## src/rtl/font_pkg.sv

```systemverilog
// Shared font constants: RAM slot addresses, code-point ranges, loader FSM states.
package font_pkg;

    // Fixed slots for the fallback glyphs
    localparam logic [6:0] MISSING_ADDR = 7'h11;
    localparam logic [6:0] REPLACE_ADDR = 7'h7F;

    // Code-point ranges that map onto RAM slots
    localparam logic [31:0] LATIN_LO    = 32'h0000_0020;
    localparam logic [31:0] LATIN_HI    = 32'h0000_007E;
    localparam logic [31:0] BLOCK_LO    = 32'h0000_2580;
    localparam logic [31:0] BLOCK_HI    = 32'h0000_259F;
    localparam logic [31:0] REPLACE_UCP = 32'h0000_FFFD;

    typedef enum logic [1:0] {
        IDLE,
        MAP,
        LINES,
        DONE
    } state_t;

endpackage

```

## src/rtl/ucp_map.sv

```systemverilog
// Combinational code point to glyph slot mapping, shared by loader and reader.
module ucp_map
    import font_pkg::*;
#(
    parameter int UCPW  = 21,
    parameter int SLOTW = 7
) (
    input  logic [UCPW-1:0]  i_ucp,
    output logic             o_mapped,
    output logic [SLOTW-1:0] o_slot
);

    logic [31:0] w_ucp;

    assign w_ucp = 32'(i_ucp);

    // Range decode: Latin printable, block elements, replacement character
    always_comb begin
        o_mapped = 1'b0;
        o_slot   = '0;
        if (w_ucp >= LATIN_LO && w_ucp <= LATIN_HI) begin
            o_mapped = 1'b1;
            o_slot   = SLOTW'(w_ucp);
        end else if (w_ucp >= BLOCK_LO && w_ucp <= BLOCK_HI) begin
            o_mapped = 1'b1;
            o_slot   = SLOTW'(w_ucp - BLOCK_LO);
        end else if (w_ucp == REPLACE_UCP) begin
            o_mapped = 1'b1;
            o_slot   = SLOTW'(REPLACE_ADDR);
        end
    end

endmodule

```

## src/rtl/glyph_loader.sv

```systemverilog
// Runtime font writer: takes a code point and HEIGHT pixel lines and writes
// them to the glyph RAM write port using the reader's slot mapping.
module glyph_loader
    import font_pkg::*;
#(
    parameter int FONT_COUNT = 128,
    parameter int HEIGHT     = 16,
    parameter int LSB        = 0,
    parameter int UCPW       = 21,
    parameter int WIDTH      = 8,
    parameter int ADDRW      = $clog2(HEIGHT * FONT_COUNT)
) (
    input  logic             clk,
    input  logic             rst_n,
    input  logic             cmd_valid,
    output logic             cmd_ready,
    input  logic [UCPW-1:0]  cmd_ucp,
    input  logic             line_valid,
    output logic             line_ready,
    input  logic [WIDTH-1:0] line_data,
    output logic             ram_we,
    output logic [ADDRW-1:0] ram_addr,
    output logic [WIDTH-1:0] ram_data,
    output logic             busy,
    output logic             done,
    output logic             err
);

    localparam int SLOTW = (FONT_COUNT > 1) ? $clog2(FONT_COUNT) : 1;
    localparam int LINEW = (HEIGHT > 1) ? $clog2(HEIGHT) : 1;
    localparam logic [LINEW-1:0] LAST_LINE = LINEW'(HEIGHT - 1);

    state_t             r_state;
    logic [UCPW-1:0]    r_ucp;
    logic [SLOTW-1:0]   r_slot;
    logic               r_unmapped;
    logic [LINEW-1:0]   r_line;

    logic               r_cmd_ready;
    logic               r_line_ready;
    logic               r_ram_we;
    logic [ADDRW-1:0]   r_ram_addr;
    logic [WIDTH-1:0]   r_ram_data;
    logic               r_busy;
    logic               r_done;
    logic               r_err;

    logic               w_mapped;
    logic [SLOTW-1:0]   w_slot;
    logic [WIDTH-1:0]   w_rev;
    logic [WIDTH-1:0]   w_wdata;
    logic [ADDRW-1:0]   w_addr;
    logic               w_line_hs;

    ucp_map #(
        .UCPW  (UCPW),
        .SLOTW (SLOTW)
    ) u_map (
        .i_ucp    (r_ucp),
        .o_mapped (w_mapped),
        .o_slot   (w_slot)
    );

    // Mirror the line so the reader's pixel order is preserved in RAM
    genvar gi;
    for (gi = 0; gi < WIDTH; gi++) begin : g_rev
        assign w_rev[gi] = line_data[WIDTH-1-gi];
    end

    assign w_wdata   = (LSB != 0) ? line_data : w_rev;
    assign w_addr    = ADDRW'(r_slot) * ADDRW'(HEIGHT) + ADDRW'(r_line);
    assign w_line_hs = line_valid & r_line_ready;

    // Load sequencer with registered handshake, write-port and status outputs
    always_ff @(posedge clk or negedge rst_n) begin
        if (!rst_n) begin
            r_state      <= IDLE;
            r_ucp        <= '0;
            r_slot       <= '0;
            r_unmapped   <= 1'b0;
            r_line       <= '0;
            r_cmd_ready  <= 1'b0;
            r_line_ready <= 1'b0;
            r_ram_we     <= 1'b0;
            r_ram_addr   <= '0;
            r_ram_data   <= '0;
            r_busy       <= 1'b0;
            r_done       <= 1'b0;
            r_err        <= 1'b0;
        end else begin
            r_ram_we <= 1'b0;
            r_done   <= 1'b0;
            r_err    <= 1'b0;
            case (r_state)
                IDLE: begin
                    r_cmd_ready <= 1'b1;
                    if (cmd_valid && r_cmd_ready) begin
                        r_ucp       <= cmd_ucp;
                        r_cmd_ready <= 1'b0;
                        r_busy      <= 1'b1;
                        r_state     <= MAP;
                    end
                end
                MAP: begin
                    r_slot       <= w_slot;
                    r_unmapped   <= ~w_mapped;
                    r_line_ready <= 1'b1;
                    r_state      <= LINES;
                end
                LINES: begin
                    if (w_line_hs) begin
                        r_ram_we   <= ~r_unmapped;
                        r_ram_addr <= w_addr;
                        r_ram_data <= w_wdata;
                        if (r_line == LAST_LINE) begin
                            r_line       <= '0;
                            r_line_ready <= 1'b0;
                            r_done       <= 1'b1;
                            r_err        <= r_unmapped;
                            r_state      <= DONE;
                        end else begin
                            r_line <= r_line + LINEW'(1);
                        end
                    end
                end
                DONE: begin
                    r_busy      <= 1'b0;
                    r_cmd_ready <= 1'b1;
                    r_state     <= IDLE;
                end
                default: r_state <= IDLE;
            endcase
        end
    end

    assign cmd_ready  = r_cmd_ready;
    assign line_ready = r_line_ready;
    assign ram_we     = r_ram_we;
    assign ram_addr   = r_ram_addr;
    assign ram_data   = r_ram_data;
    assign busy       = r_busy;
    assign done       = r_done;
    assign err        = r_err;

endmodule
```

## config.mk

```make
export PLATFORM = sky130hd
export DESIGN_NAME = glyph_loader
export DESIGN_NICKNAME = d
export VERILOG_FILES = /design/src/rtl/font_pkg.sv /design/src/rtl/ucp_map.sv /design/src/rtl/glyph_loader.sv
export SDC_FILE = /design/constraint.sdc
export NUM_CORES = 1
export LEC_CHECK = 0
export CAP_MARGIN = 40
export CORE_MARGIN = 5
export CORE_UTILIZATION = 50
export DETAILED_ROUTE_END_ITERATION = 8
export PLACE_DENSITY = 0.78
export SLEW_MARGIN = 5
export SYNTH_ARGS = -nofsm -noshare
export SYNTH_HDL_FRONTEND = slang
export SYNTH_HIERARCHICAL = 1
export SYNTH_SLANG_ARGS = --single-unit
```

## constraint.sdc

```tcl
create_clock -name clk -period 2.4 [get_ports clk]
set_clock_uncertainty 0.15 [all_clocks]
set_input_delay 0.24 -clock clk [delete_from_list [all_inputs] [get_ports clk]]
set_output_delay 0.24 -clock clk [all_outputs]
set_load 0.01 [all_outputs]
```

==> qor.txt <==
layout cells sized above 1: 16.84%
HP Start: r_unmapped
CTS clock-pin slew for the worst setup and hold paths: 0.06 ns
flops & latches, synth: 60
vias in the first global route: 1,830
Period minus WS final: 2.021 ns
Crit. Startpoint: r_ucp[19]
largest cells by area after synthesis: dfrtp_1 (59%), mux2_2 (11%), nand2_1 (10%)
relative slew slack: 61.63%
total grt overflow: 0
Tot Pwr: 0.003569 W
I/O Buffers: 57
CP Class: reg -> reg
register area share after synthesis: 58.71%
worst hold slack: 0.2751 ns
Layout area overhead: 32.19%
cell type with the largest total area after synthesis: dfrtp_1
asr flop ratio synth: 100.0%
Resized cells post-CTS: 0
status: complete, no violations
Cell Count, Final, Fillers Out: 367
Critical R2R Capture: r_slot[0]
synthesized net count: 266
Post-synth EDFFs: 0
worst slew pin tran: 0.5755 ns
Std-Cell Rows: 26
root buffer cell: clkbuf_8
Netlist cell types: 35
routed via count: 1,815
# nets final: 332
hpwl dp: 3568 µm
RSZ-0062 raised after global routing: no
Peak VDD IR: 0.0006413 V
hold crit path type: reg -> reg
Period Utilization, post-route: 84.22%
drt pass-1 iters: 4
syn avg cell area: 11.27 µm²
initial antenna violation count: 0
top cell type's share of synthesized area: 58.71%
Slew Viols, Final: 0
final wirelength: 4809 µm
# setup viols final: 0
Sum Neg Setup Slack: 0 ns
clk sinks: 60
CTS H-tree depth: 3
Post-CTS Setup Repair Bufs: 0
CTS Buffer Depth: 2
Peak Freq: 494.7 MHz
die area: 0.006646 mm²
GPL Wtd Cong: 0.8381
top cells by count, synth: nand2_1 (69), dfrtp_1 (60), mux2_2 (25), o21ai_0 (9)
Mapped Cells: 227
Antenna Cells: 0
DRC: 0
WP data arrival: 2.13 ns
Ports: 58
worst-path fanout max: 5
Pwr per Cell Area: 1056 mW/mm²
P_leak: 1.562 nW
violation count after the first detailed-route iteration: 79
Starting Density: 50.72%
reg2reg setup slack: 0.38 ns
cts bufs inserted: 9
crit end category: register
Core Area: 0.005042 mm²
hold-fix buffers at CTS: 1
FF-to-FF path depth: 5
Placed Cells: 351
final hold vios: 0
chip width: 81.52 µm
Hold Path Sink: ram_we
Antenna Nets Post-Route: 0
CTS tree: yes
first-pass GRT wire length: 8128 µm
largest net degree at the start of global routing: 36
startpoint type of the worst setup path: register
Die Y: 81.52 µm
GRT Total Usage: 16.15%
Worst-Skew Late Latency: 0.32 ns
Critical Path RT: 2.51 ns
area of the multi-input gates: 0.001001 mm²
Min-Delay Path Depth: 1
most frequent cell after synthesis: nand2_1
Yosys warning count: 6
Fill cells: 417
Post-Synthesis Cell Area: 0.002557 mm²
via density per instance: 4.946
Max Cap Viol: 0
FF/Latch Area: 0.001501 mm²
Avg WL per Cell: 13.10 µm
RR Startpoint: r_ucp[19]
predominant post-synthesis flop cell: dfrtp_1
[registers in the layout (all words and copies together), names as in the netlist, 2 cells and up]
register / cells
r_line: 4
r_slot: 7
r_state: 2
r_ucp: 21
ram_addr: 11
ram_data: 8
[critical path: stages, from the launching register on]
cell	delay, ns
dfrtp_1	0.39
or4_4	0.53
nor4_2	0.42
nand2_1	0.10
o21ai_0	0.18
mux2_2	0.18
[kinds of logic (layout without fill, tap and decap cells)]
kind of cell    count (synthesis)  count (layout)  share of synthesized area (%)
compound gates                 22              22                          5.577
simple gates                   95              95                          17.12
buf+inv                        13              83                          2.153
fa+ha+maj                       6               6                          2.935
xor+xnor                        1               1                         0.3425
flops                          60              60                          58.71
mux                            30              30                          13.16
[cells in the final DEF (no fill, tap or decap), types with 3 or more instances in the layout]
master	n
clkinv_2	3
nand3_1	3
ha_1	6
buf_4	3
clkbuf_8	9
dfrtp_1	60
inv_1	6
o21ai_0	9
mux2_2	25
clkbuf_1	3
nand2_1	69
a21oi_1	4
nand4_1	3
clkdlybuf4s50_1	56
nor2_1	5
mux2_1	4
[worst max path at each step]
stage / endpoint / slack, ns
finish: r_slot[0] / 0.38
global route: r_slot[2] / 0.29
CTS: r_slot[6] / 0.38
detailed placement: r_slot[6] / 0.39
global placement: r_slot[6] / 0.41
floorplan: r_slot[5] / 0.45
[routing by layer]
layer	vias up	global-route usage [%]	share of wire, %
li1	902	-	-
met1	846	18.92	44
met2	61	26.71	47
met3	6	4.825	7.7
met4	0	8.446	1.4
met5	-	0	0
[where the power goes]
part / switching [W] / leakage (nW) / internal [W]
combinational: 0.000524 / 0.733 / 0.000674
sequential: 0.000287 / 0.749 / 0.00137
clock: 0.000346 / 0.0800 / 0.000364
[final cells by class]
type | count | share of cell area [%]
multi-input cells | 154 | 29.61
clock buffers | 12 | 3.997
well taps | 70 | 2.591
flip-flops and latches | 60 | 44.41
repair buffers | 62 | 18.28
clock inverters | 3 | 0.4441
inverters | 6 | 0.6662
[metrics by stage]
step	cell area [µm²]	util, %	setup WS [ns]
2_1_floorplan	2557	-	0.4522
3_3_place_gp	3221	63.87	0.4100
3_5_place_dp	3221	63.87	0.3947
4_1_cts	3381	67.05	0.3822
5_1_grt	3381	67.05	0.2875
6_report	3381	67.05	0.3787
No activity file was read; power rests on OpenSTA's default activity.
